`src/rtl/usb_rx_pkg.sv`:
```
// Shared constants for the USB receive clock/data recovery path.
// Latency: n/a (constants and a pure helper function only).
// Backpressure: n/a.
package usb_rx_pkg;

  // Sampling slots per bit period, and the bit period in fast clock cycles
  localparam int SLOTS         = 5;
  localparam int BIT_PERIOD    = 10;

  // Decoded 1s allowed before a stuffed 0 must follow
  localparam int STUFF_LEN_DEF = 6;

  // Idle line level (J state), also the NRZI reference after reset/flush
  localparam logic J_LEVEL     = 1'b1;

  // Phase-clock bit that produces each slot, listed in time order (slot 0 first)
  localparam int SLOT_BIT [SLOTS] = '{0, 4, 3, 2, 1};

  // Window alignment: wait for a slot0 strobe, then collect whole windows
  typedef enum logic {
    ALIGN_WAIT = 1'b0,
    ALIGN_RUN  = 1'b1
  } align_state_e;

  // Sample slot chosen for a given best edge boundary: two slots past the edge
  function automatic logic [2:0] phase_of(input logic [2:0] best);
    phase_of = (best >= 3'd3) ? (best - 3'd3) : (best + 3'd2);
  endfunction

endpackage

```
`src/rtl/rx_bit_unstuff.sv`:
```
// NRZI decode of one raw bit per window followed by bit-stuff removal/checking.
// Latency: 1 cycle from raw_vld to bit_vld/stuff_err (registered).
// Backpressure: none; one raw bit in, at most one decoded bit out, en=0 flushes.
module rx_bit_unstuff
  import usb_rx_pkg::*;
#(
  parameter int STUFF_LEN = STUFF_LEN_DEF
) (
  input  logic clock,
  input  logic reset,
  input  logic en,
  input  logic raw_bit,
  input  logic raw_vld,
  output logic bit_dat,
  output logic bit_vld,
  output logic stuff_err
);

  localparam int ONES_W = $clog2(STUFF_LEN + 1);

  logic              last_q;
  logic [ONES_W-1:0] ones_q;
  logic              dat_q;
  logic              vld_q;
  logic              err_q;
  logic              decoded;

  // NRZI: no change on the line is a 1, a change is a 0
  assign decoded = (raw_bit == last_q);

  // Track line history and run length of 1s; drop the bit after a full run
  always_ff @(posedge clock) begin
    if (reset || !en) begin
      last_q <= J_LEVEL;
      ones_q <= '0;
      dat_q  <= 1'b0;
      vld_q  <= 1'b0;
      err_q  <= 1'b0;
    end else begin
      vld_q <= 1'b0;
      err_q <= 1'b0;
      if (raw_vld) begin
        last_q <= raw_bit;
        if (ones_q < ONES_W'(STUFF_LEN)) begin
          vld_q  <= 1'b1;
          dat_q  <= decoded;
          ones_q <= decoded ? (ones_q + 1'b1) : '0;
        end else begin
          // This slot must carry the stuffed 0; a 1 here is a violation
          ones_q <= '0;
          err_q  <= decoded;
        end
      end
    end
  end

  // Gating by en kills a pulse already sitting in the output register
  assign bit_dat   = dat_q;
  assign bit_vld   = vld_q & en;
  assign stuff_err = err_q & en;

endmodule

```
`src/rtl/usb_rx_cdr.sv`:
```
// Oversampling CDR: 5 phase strobes per bit, edge histogram picks the centre sample, then NRZI/unstuff.
// Latency: rx_valid/rx_data/rx_stuff_err 2 cycles after the slot4 strobe cycle.
// Backpressure: none; at most one output bit per 10-cycle window, rx_en=0 flushes all state.
module usb_rx_cdr
  import usb_rx_pkg::*;
#(
  parameter int CNT_W     = 4,
  parameter int STUFF_LEN = STUFF_LEN_DEF
) (
  input  logic       clock,
  input  logic       reset,
  input  logic [4:0] clock_x5,
  input  logic       rx_d,
  input  logic       rx_en,
  output logic       rx_data,
  output logic       rx_valid,
  output logic       rx_stuff_err,
  output logic [2:0] rx_phase
);

  // A counter holding this value would hit all-ones on its next increment
  localparam logic [CNT_W-1:0] HIST_TOP = CNT_W'((1 << CNT_W) - 2);

  logic [4:0]       ph_q;
  logic [4:0]       chg;
  logic             stb;
  logic [2:0]       stb_slot;
  align_state_e     state_q;
  align_state_e     state_d;
  logic             cap;
  logic [SLOTS-1:0] s_q;
  logic             s4_prev_q;
  logic             win_done_q;
  logic             win_vld;
  logic [CNT_W-1:0] hist_q [SLOTS];
  logic [CNT_W-1:0] hist_max;
  logic [SLOTS-1:0] trans;
  logic             rescale;
  logic [2:0]       best_q;
  logic [2:0]       best_d;
  logic             raw_bit;

  assign chg     = clock_x5 ^ ph_q;
  assign win_vld = win_done_q & rx_en;

  // Previous phase-clock levels; any bit difference is a sampling strobe
  always_ff @(posedge clock) begin
    if (reset) ph_q <= 5'b0;
    else       ph_q <= clock_x5;
  end

  // Map the changed phase bit to its slot; on multiple changes the lowest slot wins
  always_comb begin
    stb      = 1'b0;
    stb_slot = 3'd0;
    for (int i = SLOTS - 1; i >= 0; i--) begin
      if (chg[SLOT_BIT[i]]) begin
        stb      = 1'b1;
        stb_slot = 3'(i);
      end
    end
  end

  // Alignment state register
  always_ff @(posedge clock) begin
    if (reset) state_q <= ALIGN_WAIT;
    else       state_q <= state_d;
  end

  // Start capturing only at a slot0 strobe so every window is slot0..slot4
  always_comb begin
    state_d = state_q;
    cap     = 1'b0;
    if (!rx_en) begin
      state_d = ALIGN_WAIT;
    end else begin
      case (state_q)
        ALIGN_WAIT: begin
          if (stb && (stb_slot == 3'd0)) begin
            state_d = ALIGN_RUN;
            cap     = 1'b1;
          end
        end
        ALIGN_RUN: cap = stb;
        default:   state_d = ALIGN_WAIT;
      endcase
    end
  end

  // Capture line samples per slot; the slot4 capture closes the window
  always_ff @(posedge clock) begin
    if (reset) begin
      s_q        <= {SLOTS{J_LEVEL}};
      win_done_q <= 1'b0;
    end else begin
      win_done_q <= cap && (stb_slot == 3'(SLOTS - 1));
      if (cap) s_q[stb_slot] <= rx_d;
    end
  end

  // Which boundaries saw an edge this window, and whether any counter would saturate
  always_comb begin
    trans    = '0;
    rescale  = 1'b0;
    trans[0] = s4_prev_q ^ s_q[0];
    for (int b = 1; b < SLOTS; b++) trans[b] = s_q[b-1] ^ s_q[b];
    for (int b = 0; b < SLOTS; b++) begin
      if (trans[b] && (hist_q[b] == HIST_TOP)) rescale = 1'b1;
    end
  end

  // Edge histogram; halving all bins together keeps their ratios
  always_ff @(posedge clock) begin
    if (reset || !rx_en) begin
      for (int b = 0; b < SLOTS; b++) hist_q[b] <= '0;
      s4_prev_q <= J_LEVEL;
    end else if (win_vld) begin
      s4_prev_q <= s_q[SLOTS-1];
      for (int b = 0; b < SLOTS; b++) begin
        hist_q[b] <= (rescale ? (hist_q[b] >> 1) : hist_q[b]) + CNT_W'(trans[b]);
      end
    end
  end

  // Argmax of the histogram; the current choice is sticky on ties
  always_comb begin
    hist_max = hist_q[0];
    best_d   = 3'd0;
    for (int b = 1; b < SLOTS; b++) begin
      if (hist_q[b] > hist_max) begin
        hist_max = hist_q[b];
        best_d   = 3'(b);
      end
    end
    if (hist_q[best_q] == hist_max) best_d = best_q;
  end

  // Selected boundary; it settles long before the next window completes
  always_ff @(posedge clock) begin
    if (reset || !rx_en) best_q <= 3'd0;
    else                 best_q <= best_d;
  end

  assign rx_phase = phase_of(best_q);
  assign raw_bit  = s_q[rx_phase];

  rx_bit_unstuff #(
    .STUFF_LEN (STUFF_LEN)
  ) u_unstuff (
    .clock     (clock),
    .reset     (reset),
    .en        (rx_en),
    .raw_bit   (raw_bit),
    .raw_vld   (win_vld),
    .bit_dat   (rx_data),
    .bit_vld   (rx_valid),
    .stuff_err (rx_stuff_err)
  );

endmodule

```
`config.mk`:
```
export PLATFORM = sky130hd
export DESIGN_NAME = usb_rx_cdr
export DESIGN_NICKNAME = d
export VERILOG_FILES = /design/src/rtl/usb_rx_pkg.sv /design/src/rtl/rx_bit_unstuff.sv /design/src/rtl/usb_rx_cdr.sv
export SDC_FILE = /design/constraint.sdc
export NUM_CORES = 1
export LEC_CHECK = 0
export CAP_MARGIN = 20
export CELL_PAD_IN_SITES_DETAIL_PLACEMENT = 1
export CELL_PAD_IN_SITES_GLOBAL_PLACEMENT = 2
export CORE_AREA = 8 8 107 109
export CTS_CLUSTER_DIAMETER = 200
export DETAILED_ROUTE_END_ITERATION = 12
export DIE_AREA = 0 0 115 117
export PLACE_DENSITY = 0.78
export SLEW_MARGIN = 0
export SYNTH_ARGS = -nofsm -noshare
export SYNTH_HDL_FRONTEND = slang
export SYNTH_SLANG_ARGS = --single-unit
```
`constraint.sdc`:
```
create_clock -name clock -period 9.4 [get_ports clock]
set_clock_uncertainty 0.05 [all_clocks]
set_input_delay 0.94 -clock clock [delete_from_list [all_inputs] [get_ports clock]]
set_output_delay 0.94 -clock clock [all_outputs]
set_load 0.005 [all_outputs]
```
---- After elaboration in Yosys (flattened, before gate mapping) ----
Memory sizes are Yosys's and may differ from the RTL's. A register that Yosys moved wholly into a read port is not among the register bits.
Index checks and enable logic that the tools add are counted.
word-level totals
  bits in registers ....................... 23
  bits in latches ......................... 0
  memory bits (writable) .................. 20
  bits in read-only memories .............. 0
  bits of input ports ..................... 9
  output and inout bits ................... 6
  word-level logic and storage cells ...... 122
  memories ................................ 1
memories
  memory  words  width  read ports  clocked after Yosys merged registers in  wr ports  RTL line          RTL
  hist_q  5      4      6           1                                        5         usb_rx_cdr.sv:35  logic [CNT_W-1:0] hist_q [SLOTS];
operators by class
  $add $sub $neg .......................... 8
  $mul .................................... 0
  div/mod/pow operators ................... 0
  order comparisons ....................... 9
  eq/ne operators ......................... 8
  shifts and indexed selects .............. 0
  muxes and demuxes ....................... 53
  bitwise logic cells ..................... 17
  reduce and logical (&&, ||, !) cells .... 15
operators with widths
  kind                                                                                  number
  4-bit 2-to-1 mux                                                                      14
  3-bit 2-to-1 mux                                                                      13
  1-bit 2-to-1 mux                                                                      22
  4-bit by 1-bit adder with 4-bit output                                                5
  4-bit equality test (second input constant)                                           5
  4-bit greater-than comparator                                                         4
  1-bit logical AND                                                                     8
  3-bit by 4-bit < comparator with 1-bit output (second input constant)                 2
  5-bit bitwise mux                                                                     1
  1-bit OR                                                                              5
  1-bit bitwise XOR                                                                     5
  5-bit bitwise XOR                                                                     1
  4-bit equality test                                                                   1
  2-bit OR reduction                                                                    2
  3-bit by 1-bit adder with 3-bit output (second input constant)                        1
  3-bit by 2-bit adder with 3-bit output (second input constant)                        1
  1-bit AND                                                                             3
  1-bit binary-select mux with 3-bit select                                             1
  1-bit demux with 3-bit select                                                         1
  3-bit equality test (second input constant)                                           1
  3-bit by 1-bit greater-or-equal comparator with 1-bit output (second input constant)  1
  3-bit by 2-bit greater-or-equal comparator with 1-bit output (second input constant)  1
  3-bit zero test                                                                       1
  3-bit < comparator (second input constant)                                            1
  other kinds (8)                                                                       10

---- Longest topological paths before layout ----
Gate-level depths: netlist of run 1.
  depth after elaboration ................. 12
  mapped depth ............................ 38
  mapped depth without buffers ............ 35

---- Modules after synthesis ----
A second synthesis of run 1 with hierarchy kept.
unflattened totals
  cell total of the unflattened synthesis .. 417
  area total of the unflattened synthesis .. 3,776.1 um2
by module, submodules not included
  module          times used  cells an instance  area an instance (um2)  sequential area each (um2)
  usb_rx_cdr      1           384                3,449.6                 980.9
  rx_bit_unstuff  1           33                 326.6                   140.1

---- Worst setup path after synthesis of run 1 ----
Ideal clock, no wire load.
  path kind ............................... reg-to-reg
  from .................................... memory hist_q[0][2]
  to ...................................... register with a tool-made name
  setup time .............................. 72 ps
  arrival time ............................ 6,405 ps
  required time ........................... 9,278 ps
  path slack .............................. 2,873 ps
  cell stages (with the launch flop) ...... 37
  path buffers ............................ 5
  period minus slack after synthesis ...... 6,527 ps
  cells stage by stage .................... edfxtp_1 -> buf_2 -> inv_1 -> ha_1 -> and4_2 -> a21oi_4 -> o21ai_0 -> ha_1 -> o21ai_0 -> mux2i_1 -> a221oi_2 -> maj3_2 -> nor2_2 -> or2_1 -> buf_6 -> mux2i_1 -> inv_1 -> ha_1 -> nand2b_1 -> a21oi_1 -> o21a_1 -> clkbuf_1 -> nor2_1 -> a21oi_1 -> ha_1 -> nor2b_1 -> o21a_1 -> o21a_1 -> o21a_1 -> clkbuf_1 -> o21ai_0 -> nand4b_1 -> a311oi_1 -> o211ai_1 -> and4b_1 -> buf_6 -> mux2i_1
RTL lines
  element          RTL line
  start, declared  usb_rx_cdr.sv:35

==> impl_metrics.ini, run 1 <==
[critical_path]
crit_path_start_kind = register
crit_slowest_cell = edfxtp_1
cp-end-kind = register
arrival_ns = 7.90
critPathMaxFanout = 14
cp.required_ns = 9.58
max_stage_delay_ns = 0.59
critPathKind = register to register

[yosys]
syn-num-nets = 453
yosysTopAreaCell = edfxtp_1
synth_edf_count = 20
synth_top_area_share_pct = 16.7
synthFlopType = dfxtp_1
yosysUniqueCellTypes = 64
yosys_warnings = 0
synth-seq-cells = 46
synthTopCellsByCount = 45 x nand2_1, 34 x nor2_1, 28 x ha_1, 28 x inv_1
synth_area_leaders = edfxtp_1 17%, dfxtp_1 14%, ha_1 9.7%
syn_area_sq_mm = 0.00359
synthArstFlopShare_pct = 0
syn_avg_cell_area_sq_um = 8.64
synthCells = 416
seq_area_frac_synth_pct = 31.2
synth.most_common_cell = nand2_1

[timing]
fin_crit_ns = 7.72
fmax_ghz = 0.130
min_period_over_period_pct = 82.1
setup_viol = 0
hold_viol_final = 0
slew_headroom_pct = 31.1
tightest_slew_ns = 1.03
fin_setup_tns_ns = 0
rsz0062_at_grt = no
slew_violations = 0

[floorplan]
core-area_sq_mm = 0.00991
pin_count = 15
initial_core_util_pct = 36.3
die_y_um = 117
die_w_um = 115
num_rows = 37
die_area_sq_mm = 0.0135

[worst_hold_path]
hold_path_class = register to register

[clocking]
clk_pin_slew_ns = 0.09
ctsResizeCount = 0
clk_latency_ns = 0.30
cts_tree = yes
cts_buffers = 5
clockBufferDepth = 2
clock_sinks = 46
cts_max_level = 2
root_buffer = clkbuf_8
postCtsHoldBufs = 0
postCtsSetupBuffers = 0

[global_route]
grt_pass1_vias = 3271
antenna_found_initial = 0
grt_pass1_wl_mm = 16.7
grt_overflow_total = 0
grt_max_degree = 29
grt_usage_pct = 15.5

[place]
dp_hpwl_mm = 7.57
place_area_sq_mm = 0.00382
place.gp.congestion = 0.864
dp_cells = 546
port_buffers = 14

[power_and_ir_drop]
leakage_nw = 1.54
ir_worst_vdd_mv = 0.0805
powerDensity_mw_per_mm2 = 163

[drt]
vias = 3089
dr.pass1.iters = 4
wl_per_cell_um = 17.5
drtIter0Drc = 118
avgViaCountPerCell = 5.58
drtAntennaViolNets = 0
drc_errors = 0
finalWirelength_mm = 9.68

[layout]
finalNonFillerCells = 554
syn2layout_area_growth_pct = 8.70
final_cell_area_sq_mm = 0.00391
nNetsFinal = 454
drive_gt1_share_pct = 6.22
nFillCells = 1177
num_antenna_cells = 0

[run_status]
status = completed

[flow_run]
drv_cap = 0
[placed cells by master, fill, tap and decap left out, types with 3 or more instances in the layout]
master | Yosys | final
a21oi_1 | 21 | 21
a31oi_1 | 7 | 7
and3_1 | 11 | 11
clkbuf_8 | 0 | 6
clkdlybuf4s50_1 | 0 | 14
dfxtp_1 | 26 | 26
edfxtp_1 | 20 | 20
ha_1 | 28 | 28
inv_1 | 28 | 28
mux2i_1 | 21 | 21
mux4_2 | 5 | 5
nand2_1 | 45 | 45
nand2b_1 | 5 | 5
nand3_1 | 9 | 9
nand4_1 | 11 | 11
nor2_1 | 34 | 34
nor2b_1 | 7 | 7
nor3_1 | 11 | 11
nor4_1 | 4 | 4
o211ai_1 | 4 | 4
o21a_1 | 5 | 5
o21ai_0 | 26 | 26
o31ai_1 | 3 | 3
xnor2_1 | 5 | 5
xor2_1 | 13 | 13
[area by class of cell]
class | instances | area [sq um] | share of cell area, %
timing repair buffer | 15 | 148 | 3.78
clock inverter | 1 | 5.00 | 0.128
tap | 136 | 170 | 4.35
inverter | 28 | 105 | 2.69
multi-input combinational | 321 | 2270 | 58.1
clock buffer | 7 | 86.3 | 2.21
sequential | 46 | 1120 | 28.7
[through the flow]
step           total power [mW]  utilization (%)  setup WS, ns  hold slack [ns]
2_1_floorplan             0.449                -          2.87            0.385
3_3_place_gp              0.511             38.5          1.98            0.401
3_5_place_dp              0.518             38.5          1.71            0.412
4_1_cts                   0.647             39.4          1.70            0.435
5_1_grt                   0.683             39.4         0.964            0.457
6_report                  0.639             39.4          1.68            0.428
[flip-flops by register name, summed over array words and instances, names as in the netlist, named ones only]
| name | count |
|---|---|
| hist_q | 20 |
| ph_q | 5 |
| s_q | 5 |
| best_q | 3 |
| u_unstuff.ones_q | 3 |
| s4_prev_q | 1 |
| state_q | 1 |
| u_unstuff.bit_dat | 1 |
| u_unstuff.err_q | 1 |
| u_unstuff.last_q | 1 |
| u_unstuff.vld_q | 1 |
| win_done_q | 1 |
[power by group]
part           switching, mW  internal [mW]  total [mW]  leakage [nW]
Clock                 0.0663         0.0594       0.126        0.0482
Combinational          0.154          0.118       0.271          1.05
Sequential            0.0216          0.220       0.242         0.435
[path summary, 6_finish.rpt]
kind	start	endpoint	slack, ns	depth (start not counted)
worst max-delay path	hist_q[0][2]	best_q[1]	1.68	31
worst min-delay path	state_q	state_q	0.43	2
worst max register to register	hist_q[0][2]	best_q[1]	1.68	31
worst min register to register	state_q	state_q	0.43	2
[worst max-delay path: cells and delay by family, from the launching register on]
family / cells / cell delay [ns]
simple gates: 7 / 1.71
mux: 3 / 0.56
buf+inv: 2 / 0.24
fa+ha+maj: 5 / 1.40
flops: 1 / 0.59
compound gates: 14 / 3.09
[metal layers]
| layer | track usage (%) | wire length, um | up-vias |
|---|---|---|---|
| met5 | 0 | 0 | - |
| met4 | 6.04 | 199 | 0 |
| met3 | 1.69 | 203 | 17 |
| met2 | 27.6 | 4770 | 48 |
| met1 | 18.8 | 4510 | 1505 |
| li1 | - | - | 1519 |
[logic make-up (layout without fill, tap and decap cells)]
group / count (synthesis) / count (layout) / synth area share (%)
AND/OR/NAND/NOR: 154 / 154 / 21.4
AO/OA/AOI/OAI: 92 / 92 / 17.4
buffers and inverters: 49 / 51 / 5.60
flip-flops: 46 / 46 / 31.2
adder cells (fa/ha/maj): 29 / 29 / 10.1
multiplexers: 28 / 28 / 9.92
XOR/XNOR: 18 / 18 / 4.39
No activity file was read; power rests on OpenSTA's default activity.
==> run 2: changes to the inputs <==
CORE_AREA = 8 8 111 113   (was 8 8 107 109)
DIE_AREA = 0 0 119 121   (was 0 0 115 117)
PLACE_DENSITY = 0.76   (was 0.78)
clock period = 7.1 ns   (was 9.4 ns; I/O delays follow)
==> impl_metrics.ini, run 2 (synthesis gave the netlist of run 1 again) <==
[critical_path]
crit_slowest_cell = edfxtp_1
critPathMaxFanout = 6
rr_worst_depth = 35
critPathKind = register to register
cp-end-kind = register
max_stage_delay_ns = 0.44
cp.required_ns = 7.28
arrival_ns = 6.88
crit_path_start_kind = register

[worst_hold_path]
hold_path_class = register to register
holdPathStages = 1

[layout]
drive_gt1_share_pct = 11.8
final_util_pct = 38.5
nNetsFinal = 469
syn2layout_area_growth_pct = 13.6
final_common_cell = nand2_1
reg_top3 = hist_q x20, ph_q x5, s_q x5
final_cell_mix = 45 x nand2_1, 34 x nor2_1, 27 x inv_1, 26 x ha_1, 26 x dfxtp_1
regMostFlops = hist_q
final_cell_area_sq_mm = 0.00408
num_antenna_cells = 0
largest_reg_flops = 20

[clocking]
clock_sinks = 46
cts_max_level = 2
clk_latency_ns = 0.31
cts_buffers = 5
clk_pin_slew_ns = 0.09
postCtsHoldBufs = 0
cts_tree = yes
clockBufferDepth = 2
root_buffer = clkbuf_8

[timing]
hold_viol_final = 0
setup_viol = 0
slew_violations = 0
fmax_ghz = 0.149
min_period_over_period_pct = 94.3
tightest_slew_ns = 0.936
slew_headroom_pct = 37.4
fin_crit_ns = 6.69

[place]
port_buffers = 14
dp_hpwl_mm = 7.99
place.gp.congestion = 0.834
place_area_sq_mm = 0.00390

[floorplan]
die_y_um = 121
initial_core_util_pct = 33.9
die_w_um = 119
die_area_sq_mm = 0.0144
num_rows = 38
core-area_sq_mm = 0.0106
pin_count = 15

[power_and_ir_drop]
powerDensity_mw_per_mm2 = 217
leakage_nw = 1.62
ir_worst_vdd_mv = 0.132

[drt]
finalWirelength_mm = 10.3
avgViaCountPerCell = 5.47
drc_errors = 0
dr.pass1.iters = 4
drtAntennaViolNets = 0
drtIter0Drc = 183
wl_per_cell_um = 18.1
vias = 3136

[global_route]
grt_pass1_vias = 3292
met3_usage_pct = 2.93
busiest_layer = met2
grt_max_degree = 29
grt_util_met1_pct = 17.7
grt_overflow_total = 0
antenna_found_initial = 0
use_met2_pct = 25.9
grt_pass1_wl_mm = 17.0
grt_usage_pct = 14.7

[flow_run]
drv_cap = 0

[run_status]
status = completed
[run 2: changes by cell type in the layout (fill, tap and decap cells not counted), sizes merged]
cell / delta
buf: +15
[run 2: layout make-up]
| type | count | area (sq um) |
|---|---|---|
| repair buffers | 30 | 268 |
| flip-flops and latches | 46 | 1120 |
| multi-input cells | 321 | 2320 |
| well taps | 140 | 175 |
| inverters | 28 | 105 |
| fillers | 1271 | 6520 |
| clock buffers | 7 | 86.3 |
| clock inverters | 1 | 5.00 |
[run 2: what timing repair did]
item | in CTS | in global routing
setup endpoints to repair | 6 | 6
endpoints found under the hold margin | 0 | 0
resized for setup | 2 | 14
buffers inserted | 0 | 4
gates cloned | 0 | 0
pin swaps | 0 | 3
[run 2: worst max-delay path, delay by kind of cell (launching register included)]
family / cells / cell delay [ns]
AO/OA/AOI/OAI: 13 / 2.33
adder cells (fa/ha/maj): 5 / 1.21
buffers and inverters: 3 / 0.30
flip-flops: 1 / 0.44
multiplexers: 3 / 0.54
AND/OR/NAND/NOR: 11 / 1.74
[run 2: path summary, 6_finish.rpt]
kind	start	to	slack (ns)
max reg2reg	hist_q[0][3]	register	0.41
min reg2reg	u_unstuff.ones_q[2]	u_unstuff.vld_q	0.43
max	hist_q[0][3]	register	0.41
min	u_unstuff.ones_q[2]	u_unstuff.vld_q	0.43
[run 2: stage by stage]
step	setup slack, ns	total power [mW]	hold WS (ns)	std cells	TNS [ns]
6_report	0.405	0.886	0.430	573	0
5_1_grt	-0.000941	0.948	0.472	573	-0.000941
4_1_cts	0.0105	0.870	0.441	568	0
3_5_place_dp	-0.0718	0.695	0.421	560	-0.241
3_3_place_gp	0.136	0.686	0.405	560	0
2_1_floorplan	0.573	0.594	0.385	416	0
[run 2: per-layer routing]
metal | vias to the layer above | share of wire [%]
met5 | - | 0
met4 | 0 | 1.3
met3 | 8 | 4.1
met2 | 44 | 49
met1 | 1540 | 45
li1 | 1544 | -
[run 2: power by group]
group	switching [mW]	internal (mW)	total, mW
logic	0.214	0.184	0.399
clock network	0.0916	0.0787	0.170
registers	0.0260	0.291	0.317
==> run 3: changes to the inputs <==
CAP_MARGIN = unset   (was 20)
==> impl_metrics.ini, run 3 (synthesis gave the netlist of run 1 again) <==
[power_and_ir_drop]
leakage_nw = 1.61
p_sw_mw = 0.331
powerDensity_mw_per_mm2 = 217
clkPwrFrac_pct = 19.2
p_int_mw = 0.554
power_switching_share_pct = 37.4
seqPwrFrac_pct = 35.8
finalPower_mw = 0.885
ir_worst_vdd_mv = 0.132
pwr-share-comb_pct = 44.9

[place]
dp_cells = 560
port_buffers = 14
place_area_sq_mm = 0.00390
dp_hpwl_mm = 7.99
place_ws_ns = -0.0718
place.gp.congestion = 0.834

[drt]
wl_per_cell_um = 18.0
dr.pass1.iters = 4
drc_errors = 0
vias = 3156
drtIter0Drc = 157
drtAntennaViolNets = 0
avgViaCountPerCell = 5.52
finalWirelength_mm = 10.3

[critical_path]
cp_num_cells = 35
crit_path_start_kind = register
crit_slowest_cell = edfxtp_1
r2r_start = hist_q[0][3]
cp-end-kind = register
cp_top_family = compound AO/OA/AOI/OAI gates
cp.required_ns = 7.28
critPathMaxFanout = 6
critPathKind = register to register
ff2ff_setup_slack_ns = 0.41
max_stage_delay_ns = 0.44
crit_start = hist_q[0][3]
path_buf_inv = 3
rr_worst_depth = 35
arrival_ns = 6.87

[timing]
rsz0062_at_grt = no
fin_crit_ns = 6.69
fin_setup_tns_ns = 0
tightest_slew_ns = 1.06
hold_ws_ns = 0.430
min_period_over_period_pct = 94.2
setup_viol = 0
hold_viol_final = 0
setup_slack_ns = 0.414
slew_violations = 0
slew_headroom_pct = 29.5
fmax_ghz = 0.150

[layout]
nNetsFinal = 468
final_cell_area_sq_mm = 0.00407
multi_input_area_sq_mm = 0.00232
reg_top3 = hist_q x20, ph_q x5, s_q x5
num_antenna_cells = 0
final_util_pct = 38.4
final_common_cell = nand2_1
largest_reg_flops = 20
drive_gt1_share_pct = 11.6
finalNonFillerCells = 572
regMostFlops = hist_q
seqCellArea_sq_mm = 0.00112
syn2layout_area_growth_pct = 13.2
nFillCells = 1271
final_cell_mix = 45 x nand2_1, 34 x nor2_1, 27 x inv_1, 26 x ha_1, 26 x dfxtp_1

[worst_hold_path]
hold_path_class = register to register

[clocking]
clock_sinks = 46
cts_max_level = 2
root_buffer = clkbuf_8
clockBufferDepth = 2
clk_pin_slew_ns = 0.09
cts_tree = yes
postCtsHoldBufs = 0
clk_latency_ns = 0.31
cts_buffers = 5

[global_route]
grt_pass1_vias = 3292
grt_usage_pct = 14.7
grt_pass1_wl_mm = 17.0
grt_max_degree = 29
antenna_found_initial = 0
grt_overflow_total = 0

[floorplan]
die_w_um = 119
pin_count = 15
core-area_sq_mm = 0.0106
initial_core_util_pct = 33.9
die_area_sq_mm = 0.0144
num_rows = 38
die_y_um = 121

[flow_run]
drv_cap = 0

[run_status]
status = completed
==> run 3: final cells by class <==
| class | count | area share [%] |
|---|---|---|
| multi-input combinational | 321 | 57.1 |
| tap | 140 | 4.31 |
| clock inverter | 1 | 0.123 |
| inverter | 28 | 2.58 |
| clock buffer | 7 | 2.12 |
| sequential | 46 | 27.6 |
| timing repair buffer | 29 | 6.21 |
==> run 3: power groups by stage <==
stage | sequential, mW | clock, mW | combinational, mW
floorplan | 0.310 | 0 | 0.284
global placement | 0.323 | 0 | 0.363
detailed placement | 0.323 | 0 | 0.372
CTS | 0.317 | 0.177 | 0.376
global route | 0.321 | 0.187 | 0.440
finish | 0.317 | 0.170 | 0.398
==> run 3: worst min-delay path by stage <==
| stage | cells past startpoint | slack, ns | to | from |
|---|---|---|---|---|
| floorplan | 1 | 0.39 | u_unstuff.vld_q | u_unstuff.ones_q[2] |
| global placement | 2 | 0.41 | state_q | state_q |
| detailed placement | 1 | 0.42 | u_unstuff.vld_q | u_unstuff.ones_q[2] |
| CTS | 1 | 0.44 | u_unstuff.vld_q | u_unstuff.ones_q[2] |
| global route | 1 | 0.47 | u_unstuff.vld_q | u_unstuff.ones_q[2] |
| finish | 1 | 0.43 | u_unstuff.vld_q | u_unstuff.ones_q[2] |
==> run 3: timing repair <==
item	CTS	global route
pin swaps	0	3
setup buffers	0	4
gates resized for setup	2	14
endpoints found under the hold margin	0	0
endpoints found under the setup margin	6	6
==> run 3: per-layer routing <==
layer	global-route usage (%)	part of all wire, %	vias up
met4	4.43	1.3	0
met2	25.9	50	50
met3	2.93	4.0	8
met5	0	0	-
met1	17.7	45	1557
li1	-	-	1541
==> edit 1, RTL diff (flow settings as in run 1) <==
Register the output `rx_stuff_err`; this adds one clock of latency there. The other outputs are not delayed to match. Comments in the files are not updated.
--- a/src/rtl/usb_rx_cdr.sv
+++ b/src/rtl/usb_rx_cdr.sv
@@ -21,4 +21,6 @@
   // A counter holding this value would hit all-ones on its next increment
   localparam logic [CNT_W-1:0] HIST_TOP = CNT_W'((1 << CNT_W) - 2);
+
+  logic rx_stuff_err_d;
 
   logic [4:0]       ph_q;
@@ -155,6 +157,10 @@
     .bit_dat   (rx_data),
     .bit_vld   (rx_valid),
-    .stuff_err (rx_stuff_err)
+    .stuff_err (rx_stuff_err_d)
   );
+
+  always_ff @(posedge clock) begin
+    rx_stuff_err <= rx_stuff_err_d;
+  end
 
 endmodule
Behaviour: not the same (a bounded check fails within 10 cycles, from zero or initial values and one cycle with reset high).
==> edit 1 against run 1 <==
- wire length decreased by 1.3%
- final area is 1.4% higher
- total power is 6.7% higher
- worst setup slack worse by 0.033 ns
- final cell count rose by 0.18%
- fmax fell by 0.43%
- core utilization grew 0.57 points
- synthesized area rose by 0.56%
- count of clock-buffer cells in the layout stayed put
- sequential cell count increased by 1
- non-clock buffer count did not move
- highest routed layer unchanged
==> edit 1: results (changes against run 1) <==
metric;value;unit;change
status;finished clean;;unchanged
fin_nets;455;;was 454
worstHoldStart;u_unstuff.err_q$_SDFF_PP0_;;was state_q$_SDFF_PP0_
grt_pass1_vias;3273;;was 3271
syn_nets;454;;was 453
drive_gt1_share;6.21;%;was 6.22%
viasPerCell;5.52;;was 5.58
cts-root-buf;clkbuf_8;;unchanged
synth_xor_area_share;4.36;%;was 4.39%
vdd_drop_max;0.0936;mV;was 0.0805 mV
grt_usage;15.2;%;was 15.5%
synthMuxAreaShare;9.87;%;was 9.92%
worstHoldPathCells;1;;was 2
grtUsageMet3;1.85;%;was 1.69%
synth_area_leaders;edfxtp_1 (17%), dfxtp_1 (15%), ha_1 (9.7%);;was edfxtp_1 (17%), dfxtp_1 (14%), ha_1 (9.7%)
critPathArrivalTime;7.94;ns;was 7.90 ns
clk_share;3.22;%;was 2.34%
synth_compound_area_share;17.3;%;was 17.4%
dpl.hpwl;7.48;mm;was 7.57 mm
drt-total-wl;9.55;mm;was 9.68 mm
min_to;rx_stuff_err$_DFF_P_;;was state_q$_SDFF_PP0_
total_leakage_power;1.56;nW;was 1.54 nW
reg2reg_depth;31;;unchanged
synth-edff-count;20;;unchanged
fill_cells;1210;;was 1177
first_iter_violations;128;;was 118
grt_first_pass_wirelength;16.3;mm;was 16.7 mm
ys_ff_latch;47;;was 46
hold_path_class;register to register;;unchanged
synthAdderAreaFrac;10.0;%;was 10.1%
buf_share;3.72;%;was 3.78%
seqCellArea;1140;sq um;was 1120 sq um
hold_ws;0.389;ns;was 0.428 ns
synth_seq_area_share;31.6;%;was 31.2%
relSlewSlack;30.9;%;was 31.1%
synthTopCellsByCount;nand2_1 (45), nor2_1 (34), ha_1 (28), inv_1 (28), dfxtp_1 (27);;was nand2_1 (45), nor2_1 (34), ha_1 (28), inv_1 (28)
use_met1;18.0;%;was 18.8%
crit_family;compound AO/OA/AOI/OAI gates;;unchanged
worstPathMaxFanout;14;;unchanged
gp_congestion;0.811;;was 0.864
met2_usage;27.6;%;unchanged
r2r_end;best_q[0]$_SDFFE_PP0P_;;was best_q[1]$_SDFFE_PP0P_
r2r_slack;1.65;ns;was 1.68 ns
==> edit 1: changes by cell type after synthesis <==
cell / before / now
dfxtp_1: 26 / 27
==> edit 1: per-stage QoR <==
step                setup slack (ns)  utilization [%]  instances  power (mW)  area (sq um)
CTS                             1.74             40.0        555       0.688          3960
floorplan                       2.87                -        417       0.453          3610
detailed placement              1.76             38.7        547       0.519          3840
global placement                2.00             38.7        547       0.514          3840
global route                    1.16             40.0        555       0.724          3960
finish                          1.65             40.0        555       0.682          3960
==> edit 1: cell families after synthesis <==
logic type	Yosys count
flip-flops	47
buffers and inverters	49
XOR/XNOR	18
AO/OA/AOI/OAI	92
adder cells (fa/ha/maj)	29
multiplexers	28
AND/OR/NAND/NOR	154
==> edit 1: worst max path at each step <==
| stage | start | to |
|---|---|---|
| 3_5_place_dp | hist_q[0][2]$_SDFFCE_PN0P_ | register |
| 5_1_grt | hist_q[0][2]$_SDFFCE_PN0P_ | best_q[2]$_SDFFE_PP0P_ |
| 2_1_floorplan | hist_q[0][2]$_SDFFCE_PN0P_ | register |
| 6_report | hist_q[0][2]$_SDFFCE_PN0P_ | best_q[0]$_SDFFE_PP0P_ |
| 4_1_cts | hist_q[0][2]$_SDFFCE_PN0P_ | best_q[0]$_SDFFE_PP0P_ |
| 3_3_place_gp | hist_q[0][2]$_SDFFCE_PN0P_ | best_q[1]$_SDFFE_PP0P_ |
==> edit 1: where the power goes <==
group,switching (mW),internal (mW)
Clock,0.0710,0.0957
Sequential,0.0212,0.224
Combinational,0.152,0.118
Total,0.244,0.438
==> edit 1: metal layers <==
layer  vias to the layer above  share of wire (%)
met4                         0                2.1
met3                        15                2.8
li1                       1516                  -
met2                        37                 49
met1                      1498                 46
met5                         -                  0
==> edit 2, RTL diff (flow settings as in run 1) <==
Made on the original files. Change the package constant `STUFF_LEN_DEF` from 6 to 5.
--- a/src/rtl/usb_rx_pkg.sv
+++ b/src/rtl/usb_rx_pkg.sv
@@ -9,5 +9,5 @@
 
   // Decoded 1s allowed before a stuffed 0 must follow
-  localparam int STUFF_LEN_DEF = 6;
+  localparam int STUFF_LEN_DEF = 5;
 
   // Idle line level (J state), also the NRZI reference after reset/flush
Behaviour: not the same (a bounded check fails within 10 cycles, from zero or initial values and one cycle with reset high).
==> edit 2 against run 1 <==
- via count increased by 3.0%
- count of clock-buffer cells in the layout unchanged
- synthesized area grew 2.7%
- worst setup slack worse by 0.29 ns
- total power shrank 0.13%
- critical path depth rose by 2
- final area rose by 2.9%
- wire length grew 0.60%
- sequential cell count unchanged
- critical path type unchanged
- largest cell class unchanged
- highest routed layer unchanged
==> edit 2: results (changes against run 1) <==
metric;value;unit;change
status;finished clean;;unchanged
power.total;638;uW;was 639 uW
synth_warnings;0;;unchanged
post_cts_buffers;0;;unchanged
synth_compound_area_share;21.3;%;was 17.4%
timing.fmax;125;MHz;was 130 MHz
synth_xor_area_share;4.75;%;was 4.39%
synth_area_leaders;edfxtp_1 (16%), dfxtp_1 (14%), ha_1 (9.5%);;was edfxtp_1 (17%), dfxtp_1 (14%), ha_1 (9.7%)
synth_seq_area_share;30.4;%;was 31.2%
synth-main-ff-cell;dfxtp_1;;unchanged
reg2reg_depth;33;;was 31
synth.distinct_cells;67;;was 64
place_inst;548;;was 546
vdd_drop_max;0.104;mV;was 0.0805 mV
synthTopCellsByCount;nand2_1 (32), o21ai_0 (29), ha_1 (28);;was nand2_1 (45), nor2_1 (34), ha_1 (28), inv_1 (28)
synthAdderAreaFrac;9.80;%;was 10.1%
insertedDiodeCount;0;;unchanged
first_iter_violations;181;;was 118
grt_first_pass_wirelength;16.8;mm;was 16.7 mm
drtPass1Iterations;4;;unchanged
dpl.hpwl;7.41;mm;was 7.57 mm
avgSynthCellArea;8.89;sq um;was 8.64 sq um
syn_nets;452;;was 453
r2r_slack;1.39;ns;was 1.68 ns
relSlewSlack;38.2;%;was 31.1%
cpPeakStageDelay;0.60;ns;
drive_gt1_share;7.86;%;was 6.22%
p_sw_share;37.6;%;was 37.8%
numPortBuffers;14;;unchanged
ys_async_sr_fraction;0;%;unchanged
clk_latency;0.31;ns;
total_leakage_power;1.60;nW;was 1.54 nW
worstHoldStart;state_q$_SDFF_PP0_;;unchanged
gp_congestion;0.842;;was 0.864
routedWlPerCell;17.5;um;about the same
synthMuxAreaShare;9.08;%;was 9.92%
cts_made_buffers;5;;unchanged
cpMaxStageDelayCell;edfxtp_1;;unchanged
top_regs;hist_q (20), ph_q (5), s_q (5);;unchanged
worstPathMaxFanout;11;;was 14
detailed_place.area;3930;sq um;was 3820 sq um
grt_pass1_vias;3331;;was 3271
hold_path_class;register to register;;unchanged
cts-root-buf;clkbuf_8;;unchanged
critPathArrivalTime;8.13;ns;was 7.90 ns
seqPwrFrac;37.7;%;was 37.8%
htree_levels;2;;unchanged
fin_nets;456;;was 454
clk_pin_slew;0.09;ns;about the same
grt_usage;15.6;%;was 15.5%
drt-total-wl;9.73;mm;was 9.68 mm
grt_max_degree;26;;was 29
via_count;3181;;was 3089
[edit 2: cell types whose count changed after synthesis, moves of 4 or more]
cell,change
nand2_1,-13
nor2_1,-11
mux2i_1,-10
a31oi_1,-6
a21oi_1,+5
mux2_2,+5
nand4_1,-5
o21a_1,-5
a21boi_0,+4
a21o_1,+4
nor2b_1,+4
[edit 2: how the worst min path moves through the flow]
stage | endpoint | slack [ns] | cells past startpoint
5_1_grt | u_unstuff.last_q$_SDFFE_PP1P_ | 0.47 | 1
3_3_place_gp | state_q$_SDFF_PP0_ | 0.41 | 2
4_1_cts | state_q$_SDFF_PP0_ | 0.44 | 2
6_report | state_q$_SDFF_PP0_ | 0.43 | 2
2_1_floorplan | state_q$_SDFF_PP0_ | 0.39 | 2
3_5_place_dp | state_q$_SDFF_PP0_ | 0.41 | 2
[edit 2: logic make-up after synthesis]
family / after synthesis
buf+inv: 44
mux: 24
simple gates: 138
fa+ha+maj: 29
compound gates: 114
xor+xnor: 20
flops: 46
[edit 2: per-layer routing]
metal	wire length (um)	part of all wire, %	vias up	global-route usage (%)
li1	-	-	1558	-
met1	4590	47	1574	19.5
met2	4670	48	38	27.0
met3	312	3.2	11	2.46
met4	157	1.6	0	4.99
met5	0	0	-	0
[edit 2: critical path, delay by kind of cell, from the launching register on]
kind	cells	cell delay, ns
compound gates	17	3.77
flops	1	0.60
mux	3	1.04
buf+inv	3	0.31
simple gates	6	1.07
fa+ha+maj	4	1.05
[edit 2: layout make-up]
type                            count  area, sq um
Tap cell                          136          170
Fill cell                        1177         5890
Multi-Input combinational cell    325         2390
Clock inverter                      1         5.00
Sequential cell                    46         1120
Clock buffer                        7         86.3
Inverter                           26         97.6
Timing Repair Buffer               15          148
